File: src/rtl/maze_dfs_ctrl_if.sv
// Maze-memory and LIFO handshake bundle between the DFS controller and its external storage.
`timescale 1ns/1ps
interface maze_dfs_ctrl_if #(
  parameter int unsigned COORD_W = 4
);
  localparam int unsigned LOC_W = 2 * COORD_W;

  logic [LOC_W-1:0]   mem_addr;
  logic               mem_rd;
  logic               mem_rvalid;
  logic               mem_rdata;
  logic               mem_wr;
  logic               stk_push;
  logic [LOC_W+1:0]   stk_wdata;
  logic               stk_pop;
  logic [LOC_W+1:0]   stk_top;
  logic               stk_empty;
  logic               stk_full;

  modport master (
    output mem_addr, mem_rd, mem_wr, stk_push, stk_wdata, stk_pop,
    input  mem_rvalid, mem_rdata, stk_top, stk_empty, stk_full
  );

  modport slave (
    input  mem_addr, mem_rd, mem_wr, stk_push, stk_wdata, stk_pop,
    output mem_rvalid, mem_rdata, stk_top, stk_empty, stk_full
  );
endinterface

File: src/rtl/maze_dfs_ctrl.sv
// Depth-first maze solver: walks a 1-bit-per-cell maze memory, keeping {dir,loc} breadcrumbs
// on an external LIFO so backtracking resumes at the next untried direction.
`timescale 1ns/1ps
module maze_dfs_ctrl #(
  parameter int unsigned             COORD_W   = 4,
  parameter logic [2*COORD_W-1:0]    START_LOC = '0,
  parameter logic [2*COORD_W-1:0]    DEST_LOC  = '1,
  parameter int unsigned             STEP_W    = 12,
  parameter int unsigned             MAX_STEPS = 4095
) (
  input  logic                  clk,
  input  logic                  rst,
  input  logic                  start,
  maze_dfs_ctrl_if.master       bus,
  output logic                  busy,
  output logic                  done,
  output logic                  fail,
  output logic [1:0]            fail_code,
  output logic [2*COORD_W-1:0]  curr_loc,
  output logic [STEP_W-1:0]     step_cnt
);
  localparam int unsigned LOC_W = 2 * COORD_W;

  typedef enum logic [3:0] {
    StIdle, StInit, StCheck, StTry, StWait, StNext, StAdv, StBack, StDone, StFail
  } state_e;

  state_e             state_q, state_d;
  logic [LOC_W-1:0]   loc_q, loc_d;
  logic [1:0]         dir_q, dir_d;
  logic [STEP_W-1:0]  step_q, step_d;
  logic               done_q, done_d;
  logic               fail_q, fail_d;
  logic [1:0]         code_q, code_d;
  // One-cycle flag: the move just taken brought step count to MAX_STEPS.
  logic               tmo_q, tmo_d;

  logic [COORD_W-1:0] cur_x, cur_y;
  logic [LOC_W-1:0]   nbr;
  logic               off_grid;
  logic [STEP_W-1:0]  step_nxt;

  always_comb begin
    cur_y    = loc_q[LOC_W-1:COORD_W];
    cur_x    = loc_q[COORD_W-1:0];
    nbr      = loc_q;
    off_grid = 1'b0;
    unique case (dir_q)
      2'd0: begin off_grid = (cur_y == '0); nbr = {cur_y - COORD_W'(1), cur_x}; end
      2'd1: begin off_grid = (cur_x == '1); nbr = {cur_y, cur_x + COORD_W'(1)}; end
      2'd2: begin off_grid = (cur_y == '1); nbr = {cur_y + COORD_W'(1), cur_x}; end
      2'd3: begin off_grid = (cur_x == '0); nbr = {cur_y, cur_x - COORD_W'(1)}; end
    endcase
  end

  assign step_nxt = step_q + STEP_W'(1);

  always_comb begin
    state_d = state_q;
    loc_d   = loc_q;
    dir_d   = dir_q;
    step_d  = step_q;
    done_d  = done_q;
    fail_d  = fail_q;
    code_d  = code_q;
    tmo_d   = 1'b0;

    bus.mem_addr  = '0;
    bus.mem_rd    = 1'b0;
    bus.mem_wr    = 1'b0;
    bus.stk_push  = 1'b0;
    bus.stk_wdata = '0;
    bus.stk_pop   = 1'b0;

    unique case (state_q)
      StIdle, StDone, StFail: begin
        if (start) begin
          state_d = StInit;
          done_d  = 1'b0;
          fail_d  = 1'b0;
          code_d  = 2'b00;
          step_d  = '0;
          loc_d   = START_LOC;
          dir_d   = 2'd0;
        end
      end
      StInit: begin
        bus.mem_wr   = 1'b1;
        bus.mem_addr = loc_q;
        state_d      = StCheck;
      end
      StCheck: begin
        if (loc_q == DEST_LOC) begin
          state_d = StDone;
          done_d  = 1'b1;
        end else if (tmo_q) begin
          state_d = StFail;
          fail_d  = 1'b1;
          code_d  = 2'b11;
        end else begin
          dir_d   = 2'd0;
          state_d = StTry;
        end
      end
      StTry: begin
        if (off_grid) begin
          state_d = StNext;
        end else begin
          bus.mem_rd   = 1'b1;
          bus.mem_addr = nbr;
          state_d      = StWait;
        end
      end
      StWait: begin
        bus.mem_addr = nbr;
        if (bus.mem_rvalid) begin
          state_d = bus.mem_rdata ? StNext : StAdv;
        end
      end
      StNext: begin
        if (tmo_q) begin
          state_d = StFail;
          fail_d  = 1'b1;
          code_d  = 2'b11;
        end else if (dir_q == 2'd3) begin
          state_d = StBack;
        end else begin
          dir_d   = dir_q + 2'd1;
          state_d = StTry;
        end
      end
      StAdv: begin
        if (bus.stk_full) begin
          state_d = StFail;
          fail_d  = 1'b1;
          code_d  = 2'b10;
        end else begin
          bus.stk_push  = 1'b1;
          bus.stk_wdata = {dir_q, loc_q};
          bus.mem_wr    = 1'b1;
          bus.mem_addr  = nbr;
          loc_d         = nbr;
          step_d        = step_nxt;
          tmo_d         = (step_nxt == STEP_W'(MAX_STEPS));
          state_d       = StCheck;
        end
      end
      StBack: begin
        if (bus.stk_empty) begin
          state_d = StFail;
          fail_d  = 1'b1;
          code_d  = 2'b01;
        end else begin
          bus.stk_pop = 1'b1;
          loc_d       = bus.stk_top[LOC_W-1:0];
          dir_d       = bus.stk_top[LOC_W+1:LOC_W];
          step_d      = step_nxt;
          tmo_d       = (step_nxt == STEP_W'(MAX_STEPS));
          state_d     = StNext;
        end
      end
      default: state_d = StIdle;
    endcase
  end

  always_ff @(posedge clk or negedge rst) begin
    if (!rst) begin
      state_q <= StIdle;
      loc_q   <= START_LOC;
      dir_q   <= 2'd0;
      step_q  <= '0;
      done_q  <= 1'b0;
      fail_q  <= 1'b0;
      code_q  <= 2'b00;
      tmo_q   <= 1'b0;
    end else begin
      state_q <= state_d;
      loc_q   <= loc_d;
      dir_q   <= dir_d;
      step_q  <= step_d;
      done_q  <= done_d;
      fail_q  <= fail_d;
      code_q  <= code_d;
      tmo_q   <= tmo_d;
    end
  end

  assign busy      = !(state_q inside {StIdle, StDone, StFail});
  assign done      = done_q;
  assign fail      = fail_q;
  assign fail_code = code_q;
  assign curr_loc  = loc_q;
  assign step_cnt  = step_q;

endmodule
File: src/flat_wrapper.sv
// flat-port wrapper written by rule: the top's interface ports become plain ports
module maze_dfs_ctrl_flat 
#(
  parameter int unsigned             COORD_W   = 4,
  parameter logic [2*COORD_W-1:0]    START_LOC = '0,
  parameter logic [2*COORD_W-1:0]    DEST_LOC  = '1,
  parameter int unsigned             STEP_W    = 12,
  parameter int unsigned             MAX_STEPS = 4095
)
  (clk, rst, start, busy, done, fail, fail_code, curr_loc, step_cnt, bus_mem_addr, bus_mem_rd, bus_mem_wr, bus_stk_push, bus_stk_wdata, bus_stk_pop, bus_mem_rvalid, bus_mem_rdata, bus_stk_top, bus_stk_empty, bus_stk_full);
  maze_dfs_ctrl_if #(.COORD_W(COORD_W)) bus_i ();
  input  logic clk;
  input  logic rst;
  input  logic start;
  output logic busy;
  output logic done;
  output logic fail;
  output logic [1:0] fail_code;
  output logic [2*COORD_W-1:0] curr_loc;
  output logic [STEP_W-1:0] step_cnt;
  output wire logic [$bits(bus_i.mem_addr)-1:0] bus_mem_addr;
  output wire logic [$bits(bus_i.mem_rd)-1:0] bus_mem_rd;
  output wire logic [$bits(bus_i.mem_wr)-1:0] bus_mem_wr;
  output wire logic [$bits(bus_i.stk_push)-1:0] bus_stk_push;
  output wire logic [$bits(bus_i.stk_wdata)-1:0] bus_stk_wdata;
  output wire logic [$bits(bus_i.stk_pop)-1:0] bus_stk_pop;
  input wire logic [$bits(bus_i.mem_rvalid)-1:0] bus_mem_rvalid;
  input wire logic [$bits(bus_i.mem_rdata)-1:0] bus_mem_rdata;
  input wire logic [$bits(bus_i.stk_top)-1:0] bus_stk_top;
  input wire logic [$bits(bus_i.stk_empty)-1:0] bus_stk_empty;
  input wire logic [$bits(bus_i.stk_full)-1:0] bus_stk_full;
  assign bus_mem_addr = bus_i.mem_addr;
  assign bus_mem_rd = bus_i.mem_rd;
  assign bus_mem_wr = bus_i.mem_wr;
  assign bus_stk_push = bus_i.stk_push;
  assign bus_stk_wdata = bus_i.stk_wdata;
  assign bus_stk_pop = bus_i.stk_pop;
  assign bus_i.mem_rvalid = bus_mem_rvalid;
  assign bus_i.mem_rdata = bus_mem_rdata;
  assign bus_i.stk_top = bus_stk_top;
  assign bus_i.stk_empty = bus_stk_empty;
  assign bus_i.stk_full = bus_stk_full;
  maze_dfs_ctrl #(.COORD_W(COORD_W), .START_LOC(START_LOC), .DEST_LOC(DEST_LOC), .STEP_W(STEP_W), .MAX_STEPS(MAX_STEPS)) u_core (.clk(clk), .rst(rst), .start(start), .bus(bus_i), .busy(busy), .done(done), .fail(fail), .fail_code(fail_code), .curr_loc(curr_loc), .step_cnt(step_cnt));
endmodule
File: config.mk
export PLATFORM = sky130hd
export DESIGN_NAME = maze_dfs_ctrl_flat
export DESIGN_NICKNAME = d
export VERILOG_FILES = /design/src/rtl/maze_dfs_ctrl_if.sv /design/src/rtl/maze_dfs_ctrl.sv /design/src/flat_wrapper.sv
export SDC_FILE = /design/constraint.sdc
export NUM_CORES = 1
export LEC_CHECK = 0
export ABC_AREA = 1
export BUFFER_PORTS_ARGS = -buffer_cell sky130_fd_sc_hd__buf_4
export CORE_MARGIN = 2
export CORE_UTILIZATION = 30
export CTS_CLUSTER_DIAMETER = 80
export DETAILED_ROUTE_END_ITERATION = 10
export GPL_TIMING_DRIVEN = 0
export HOLD_SLACK_MARGIN = 0.03
export PLACE_DENSITY = 0.47
export SKIP_CTS_REPAIR_TIMING = 1
export SLEW_MARGIN = 30
export SYNTH_ARGS = -nofsm -noshare
export SYNTH_HDL_FRONTEND = slang
export SYNTH_SLANG_ARGS = --single-unit
File: constraint.sdc
create_clock -name clk -period 2.3 [get_ports clk]
set_input_delay 0.115 -clock clk [delete_from_list [all_inputs] [get_ports clk]]
set_output_delay 0.115 -clock clk [all_outputs]
set_load 0.03 [all_outputs]
# Word level (Yosys, flattened, before mapping)
# Index checks and enable logic that the tools add are counted.
[word_totals] regBits=31 inputBits=17 out_inout_bits=47 word_cells=113
[op_classes] addsub=6 eq_ne=27 mux=56 reduce_logical=16
[op_table] op="case mux 8 bit (4 select lines)" n=2
[op_table] op="two-way mux 8 bit" n=5
[op_table] op="two-way mux 12 bit" n=3
[op_table] op="case mux 12 bit (3 select lines)" n=1
[op_table] op="case mux 4 bit (8 select lines)" n=1
[op_table] op="two-way mux 4 bit" n=7
[op_table] op="case mux 8 bit (3 select lines)" n=1
[op_table] op="two-way mux 2 bit" n=11
[op_table] op="two-way mux 10 bit" n=2
[op_table] op="!= test 2 bit (second input constant)" n=10
[op_table] op="== test 4 x 3 -> 1 bit (second input constant)" n=4
[op_table] op="== test 4 bit (second input constant)" n=4
[op_table] op="two-way mux 1 bit" n=15
[op_table] op="adder 12 x 1 -> 12 bit (second input constant)" n=1
[op_table] op="== test 12 bit (second input constant)" n=1
[op_table] op="logical NOT 4 bit" n=3
[op_table] op="case mux 2 bit (5 select lines)" n=1
[op_table] op="adder 4 x 1 -> 4 bit (second input constant)" n=2
[op_table] op="== test 4 x 2 -> 1 bit (second input constant)" n=2
[op_table] op="== test 8 bit (second input constant)" n=1
[op_table] op="case mux 2 bit (4 select lines)" n=1
[op_table] op="subtractor 4 x 1 -> 4 bit (second input constant)" n=2
[op_table] op="AND reduction 7 bit" n=1
[op_table] op="case mux 1 bit (2 select lines)" n=3
[op_table] op="19 further kinds" n=21

# Longest topological paths before layout
# Gate-level depths: netlist of run 1.
[logic_depth] ltp_word=4 mapped_depth=12 ltp_nobuf=12

# Least setup slack after synthesis of run 1
# OpenSTA, ideal clock, no wires.
[synth_timing] path_kind="register -> output" startpoint="register u_core.dir_q[0]" endpoint="output port bus_mem_addr[5]" arrival_time_ps=1922 t_required_ps=2185 slack_ps=263 stages_incl_launch_ff=9 path_buffers=0 cell_sequence="dfrtp_1 > inv_1 > ha_1 > fa_1 > or2_2 > o21a_1 > inv_1 > nand2_1 > nand2_1"
[synth_via] elab_chain_cells=4
[synth_rtl] item="start: declaration" line_no="maze_dfs_ctrl.sv:30" rtl="logic [1:0] dir_q, dir_d;"
[synth_rtl] item="start signal: assignment" line_no="maze_dfs_ctrl.sv:179" rtl="dir_q <= dir_d;"
[synth_rtl] item="== test 2 bit (tied with other cells)" line_no="maze_dfs_ctrl.sv:48" rtl="unique case (dir_q)"
[synth_rtl] item="case mux 8 bit (4 select lines) / case mux 1 bit (4 select lines) (equally long branches)" line_no="maze_dfs_ctrl.sv:48"
[synth_rtl] item="two-way mux 8 bit, on equally long branches" line_no="maze_dfs_ctrl.sv:133, maze_dfs_ctrl.sv:106"
[synth_rtl] item="case mux 8 bit (4 select lines) *" line_no="maze_dfs_ctrl.sv:75" rtl="unique case (state_q)"
[synth_rtl] item="end: declaration" line_no="flat_wrapper.sv:21" rtl="output wire logic [$bits(bus_i.mem_addr)-1:0] bus_mem_addr;"
# Every way passes the cells marked *; elsewhere a longest branch is shown, timed or not.

# Final worst setup path of run 1
[layout_timing] startpoint="register u_core.dir_q[0]" endpoint="output port bus_mem_addr[7]"
# The elaborated chain is that of the path after synthesis.

==> results of run 1 <==
registers in the layout, indices dropped and copies added, names as in the netlist:
register,flops
u_core.step_cnt,12
u_core.state_q,4
u_core.fail,1
u_core.dir_q,2
u_core.tmo_q,1
u_core.curr_loc,8
u_core.done,1
u_core.fail_code,2
worst max-delay path, cell delays in order (launching register included):
cell,delay (ns)
dfrtp_2,0.46
inv_4,0.09
ha_4,0.17
inv_4,0.06
ha_4,0.24
nand2_2,0.05
nor2_1,0.03
nor2_1,0.13
xor2_1,0.21
a21oi_1,0.10
nand2_1,0.06
nand2_1,0.06
buf_6,0.13
cell usage in the layout (no fill, tap or decap), types with 4 or more instances in the layout:
cell type	n
nand2_1	107
dfrtp_1	28
nand2_4	5
o21ai_0	16
o21ai_1	8
ha_1	5
a21oi_1	8
buf_6	4
inv_1	45
nor2_2	4
clkbuf_8	6
buf_4	70
xor2_1	7
nand3_1	20
nor2_1	40
nor3_1	5
nand4_1	5
a21oi_2	4
ha_4	4
nand2_2	7
o21ai_2	8
inv_2	9
where the power goes:
part           switching, mW  internal [mW]
combinational           1.71           1.00
sequential             0.188          0.669
clock                  0.230          0.235
final timing paths:
check	end	startpoint	slack, ns
max	bus_mem_addr[7]	u_core.dir_q[0]	0.09
min	u_core.curr_loc[7]	bus_stk_top[7]	0.09
max reg2reg	u_core.curr_loc[7]	u_core.dir_q[0]	0.41
min reg2reg	u_core.fail	u_core.fail	0.50
max in group asynchronous	u_core.dir_q[1]	rst	1.65
min in group asynchronous	u_core.curr_loc[1]	rst	0.31
cells by family (layout without fill, tap and decap cells):
group | after synthesis | count (layout) | share of synthesized area (%)
AOI/OAI and AO/OA | 55 | 55 | 13.7
xor gates and xnor gates | 10 | 10 | 3.35
adders and majority gates | 11 | 11 | 5.56
buffers and inverters | 66 | 145 | 10.4
DFF | 31 | 31 | 29.7
and+or+nand+nor | 205 | 205 | 37.3
routing by layer:
layer  global-route usage, %  vias to the layer above  part of all wire [%]
li1                        -                     1349                     -
met1                    21.4                     1169                    46
met2                    29.3                       55                    50
met3                    2.88                        7                   3.4
met4                    3.53                        0                  0.95
met5                       0                        -                     0
per-stage QoR:
step | power [mW] | hold WS, ns | TNS [ns] | setup slack (ns)
global route | 4.39 | 0.0875 | -0.0373 | -0.0289
global placement | 3.41 | 0.102 | -0.0109 | -0.0109
detailed placement | 3.41 | 0.101 | 0 | 0.00212
floorplan | 2.65 | -0.181 | 0 | 0.263
CTS | 3.90 | -0.215 | -1.65 | -0.324
finish | 4.03 | 0.0907 | 0 | 0.0876
layout make-up:
cell class | count | area [µm²] | share of cell area (%)
clock buffers | 6 | 82.6 | 2.39
flip-flops and latches | 31 | 779 | 22.5
inverters | 59 | 229 | 6.62
clock inverters | 1 | 5.00 | 0.145
well taps | 108 | 135 | 3.91
multi-input cells | 281 | 1630 | 47.1
repair buffers | 72 | 551 | 15.9
plain buffers | 7 | 48.8 | 1.41
==> results_dict.tcl, run 1 <==
set metrics [dict create \
    rsz0062_at_grt "true" \
    globalRouteOverflowTotal 0 \
    drc 0 \
    synth_top_area_share_pct 29.7 \
    synth_top_cell_by_area "dfrtp_1" \
    yosys_warnings 0 \
    wl_um 7780 \
    area_growth_syn_to_layout_pct 32.4 \
    synth_area_leaders "dfrtp_1 30%, nand2_1 16%, inv_1 7.0%, nor2_1 5.7%, ha_1 4.8%" \
    h-tree-depth 2 \
    gp_congestion 0.890 \
    ys.flop_type "dfrtp_1" \
    via_per_inst 4.57 \
    start_util_pct 30.4 \
    timing.hold.worst.class "in -> reg" \
    arrival_ns 2.10 \
    dr.pass1.iters 4 \
    synth_cells 378 \
    powerDensity_nw_per_um2 1170 \
    fill_cells 953 \
    portBuffers 63 \
    hold_viol_final 0 \
    die_x_um 97.3 \
    layout-drive-gt1-share_pct 31.7 \
    path_max_fanout 4 \
    synth_nets 406 \
    clock_latency_ns 0.29 \
    drt_iter0_markers 79 \
    critPathLaunchType "flop" \
    reg2regPathDepth 12 \
    final_core_util_pct 40.2 \
    vias 2580 \
    period_share_pct 96.2 \
    cts_buffers 5 \
    setup_viol 0 \
    wl_per_cell_um 13.8 \
    postSynthAreaPerCell_um2 6.91 \
    ys_seq_area_share_pct 29.7 \
    clock_sinks 31 \
    hpwl_um 5900 \
    ys_seq_elements 31 \
    antenna_found_initial 0 \
    slew_headroom_pct 61.6 \
    grt_pass1_vias 2494 \
    critical_path_required_ns 2.18 \
    netlist_top_cells_count "109 x nand2_1, 49 x inv_1, 40 x nor2_1" \
    ios 64 \
    die_h_um 97.3 \
    finalNonFillerCells 565 \
    peakVddDrop_mv 0.399 \
    dp_cells 549 \
    clock-root-buffer "clkbuf_8" \
    p_leak_nw 1.79 \
    finalClockSkew_ns 0.00823 \
    netlist_area_um2 2610 \
    max-cap-violations 0 \
    synth_edf_count 0 \
    async_flop_share_pct 100 \
    end_kind "output pin" \
    grt_max_degree 32 \
    post-route-min-period_ns 2.21 \
    grt_pass1_wl_um 12600 \
    detail-route-antenna-nets 0 \
    clk_pin_slew_worst_paths_ns 0.08 \
    synth_most_common_cell "nand2_1" \
    holdPathStages 3 \
    outcome "completed" \
    report.final.slew_viol_count 0 \
    placed_area_um2 3220 \
    dieArea_um2 9470 \
    finish.instance_area_um2 3460 \
    placementRows 34 \
    grt_usage_pct 16.6 \
    core_um2 8590 \
    nNetsFinal 485 \
    cts_tree "done" \
    yosysUniqueCellTypes 42 \
    worstMarginPinSlew_ns 0.576 \
    diodes 0 \
    crit_type "reg -> out" \
    clockBufferDepth 2 \
    fmax_ghz 0.452 \
]
Power figures use the tool's default switching activity.
==> run 2: changes to the inputs <==
--- a/config.mk
+++ b/config.mk
@@ -13,7 +13,7 @@
 export DETAILED_ROUTE_END_ITERATION = 10
 export GPL_TIMING_DRIVEN = 0
 export HOLD_SLACK_MARGIN = 0.03
-export PLACE_DENSITY = 0.47
+export PLACE_DENSITY = 0.49
 export SKIP_CTS_REPAIR_TIMING = 1
 export SLEW_MARGIN = 30
 export SYNTH_ARGS = -nofsm -noshare
==> constraint.sdc (replaced) <==
create_clock -name clk -period 1.8 [get_ports clk]
set_input_delay 0.09 -clock clk [delete_from_list [all_inputs] [get_ports clk]]
set_output_delay 0.09 -clock clk [all_outputs]
set_load 0.03 [all_outputs]
==> run 2 against run 1 <==
The flow now finishes with violations (negative setup slack). Clock skew is 0.0011 ns higher. Critical path depth decreased by 3. Critical endpoint is now bus_mem_addr[5]. Highest routed layer unchanged. Hold slack worse by 0.031 ns. Cell count is 0.71% higher. Utilization up 1.5 points. Combinational power is 33% higher. Clock power is 37% higher.
==> results_dict.tcl, run 2 (synthesized netlist as in run 1, its figures left out) <==
set metrics [dict create \
    outcome "finished with violations" \
    failed_checks "negative setup slack" \
    layout_commonest_cell "nand2_1" \
    vias 2603 \
    powerDensity_nw_per_um2 1490 \
    largest_reg_flops 12 \
    drc 0 \
    fill_cells 937 \
    grt_pass1_wl_um 12700 \
    portBuffers 63 \
    placementRows 34 \
    via_per_inst 4.57 \
    peakVddDrop_mv 0.506 \
    dieArea_um2 9470 \
    wl_um 7930 \
    power_frac_comb_pct 67.5 \
    cp_slowest_cell "dfrtp_2" \
    dr.pass1.iters 6 \
    holdPathStages 3 \
    globalRouteOverflowTotal 0 \
    critPathMaxStageDelay_ns 0.45 \
    finalClockSkew_ns 0.00932 \
    clk_pin_slew_worst_paths_ns 0.08 \
    setup_viol 12 \
    arrival_ns 2.17 \
    intPower_mw 2.54 \
    report.final.slew_viol_count 0 \
    totalNegativeSetupSlack_ns -2.99 \
    rsz0062_at_grt "true" \
    netSwitchingPower_mw 2.80 \
    critPathBufInv 3 \
    h-tree-depth 2 \
    grt_pass1_vias 2520 \
    layout-drive-gt1-share_pct 36.4 \
    clkPwrFrac_pct 11.9 \
    p_sw_share_pct 52.4 \
    dp_cells 549 \
    area_growth_syn_to_layout_pct 37.5 \
    core_um2 8590 \
    post-route-min-period_ns 2.26 \
    seq_power_share_pct 20.6 \
    drt_iter0_markers 122 \
    slew_headroom_pct 70.2 \
    reg2regPathDepth 9 \
    clockBufferDepth 2 \
    gp_congestion 0.862 \
    diodes 0 \
    fmax_ghz 0.442 \
    setup_ws_ns -0.464 \
    cp_cell_sequence "inv_4, ha_4, fa_2, or2_2, o21a_1, inv_1, nand2_1, nand2_4, buf_6" \
    final_cell_mix "104 x nand2_1, 71 x buf_4, 45 x inv_1" \
    grt_usage_pct 16.7 \
    grt_max_degree 32 \
    p_leak_nw 1.84 \
    ios 64 \
    die_x_um 97.3 \
    max-cap-violations 0 \
    hold_viol_final 0 \
    hpwl_um 6030 \
    finalNonFillerCells 569 \
    wl_per_cell_um 13.9 \
    timing.hold.worst.class "in -> reg" \
    path_depth 9 \
    path_max_fanout 5 \
    clock_latency_ns 0.29 \
    critical_path_required_ns 1.71 \
    crit_type "reg -> out" \
    final_core_util_pct 41.8 \
    cts_tree "done" \
    clock-root-buffer "clkbuf_8" \
    path_delay_family "adder cells" \
    period_share_pct 126 \
    seqCellArea_um2 783 \
    critPathLaunchType "flop" \
    start_util_pct 30.4 \
    antenna_found_initial 0 \
    clock_sinks 31 \
    worstMarginPinSlew_ns 0.447 \
    detail-route-antenna-nets 0 \
    whs_ns 0.0592 \
    dp_slack_ns -0.307 \
    nNetsFinal 488 \
    end_kind "output pin" \
    multi_input_area_um2 1700 \
    cts_buffers 5 \
    die_h_um 97.3 \
]
run 2: area by class of cell:
type,count,share of cell area [%]
multi-input combinational,281,47.3
sequential,31,21.8
timing repair buffer,75,16.2
inverter,59,6.38
tap,108,3.76
clock buffer,7,2.68
buffer,7,1.67
clock inverter,1,0.209
run 2: power by group through the flow:
stage	sequential [mW]	combinational [mW]	clock (mW)
6_report	1.10	3.60	0.636
5_1_grt	1.13	3.95	0.690
4_1_cts	1.10	3.33	0.661
3_5_place_dp	1.11	3.31	0
3_3_place_gp	1.11	3.31	0
2_1_floorplan	1.26	2.20	0
run 2: per-layer routing:
metal  GRT usage [%]  part of all wire, %  vias up
li1                -                    -     1361
met1            22.9                   48     1186
met2            27.4                   48       50
met3            3.02                  3.6        6
met4            4.06                 0.88        0
met5               0                    0        -
run 2: path summary, 6_finish.rpt:
path,start,endpoint,slack (ns)
worst min register to register,u_core.fail,u_core.fail,0.50
max in group asynchronous,rst,u_core.curr_loc[6],1.18
worst min-delay path,bus_stk_top[7],u_core.curr_loc[7],0.06
worst max register to register,u_core.dir_q[0],u_core.curr_loc[5],-0.19
worst max-delay path,u_core.dir_q[0],bus_mem_addr[5],-0.46
min in group asynchronous,rst,u_core.step_cnt[5],0.29
run 2: per-stage QoR:
step	cell area (µm²)	total power, mW
2_1_floorplan	2660	3.46
3_3_place_gp	3260	4.42
3_5_place_dp	3260	4.42
4_1_cts	3370	5.09
5_1_grt	3590	5.77
6_report	3590	5.34
run 2: worst register-to-register path, stage by stage, from the launching register on:
cell and delay (ns):
dfrtp_2 0.45, inv_4 0.09, ha_4 0.18, fa_2 0.43, or2_2 0.30, o21a_1 0.12
buf_4 0.13, o21ai_1 0.11, nand2_1 0.07, o21ai_2 0.05
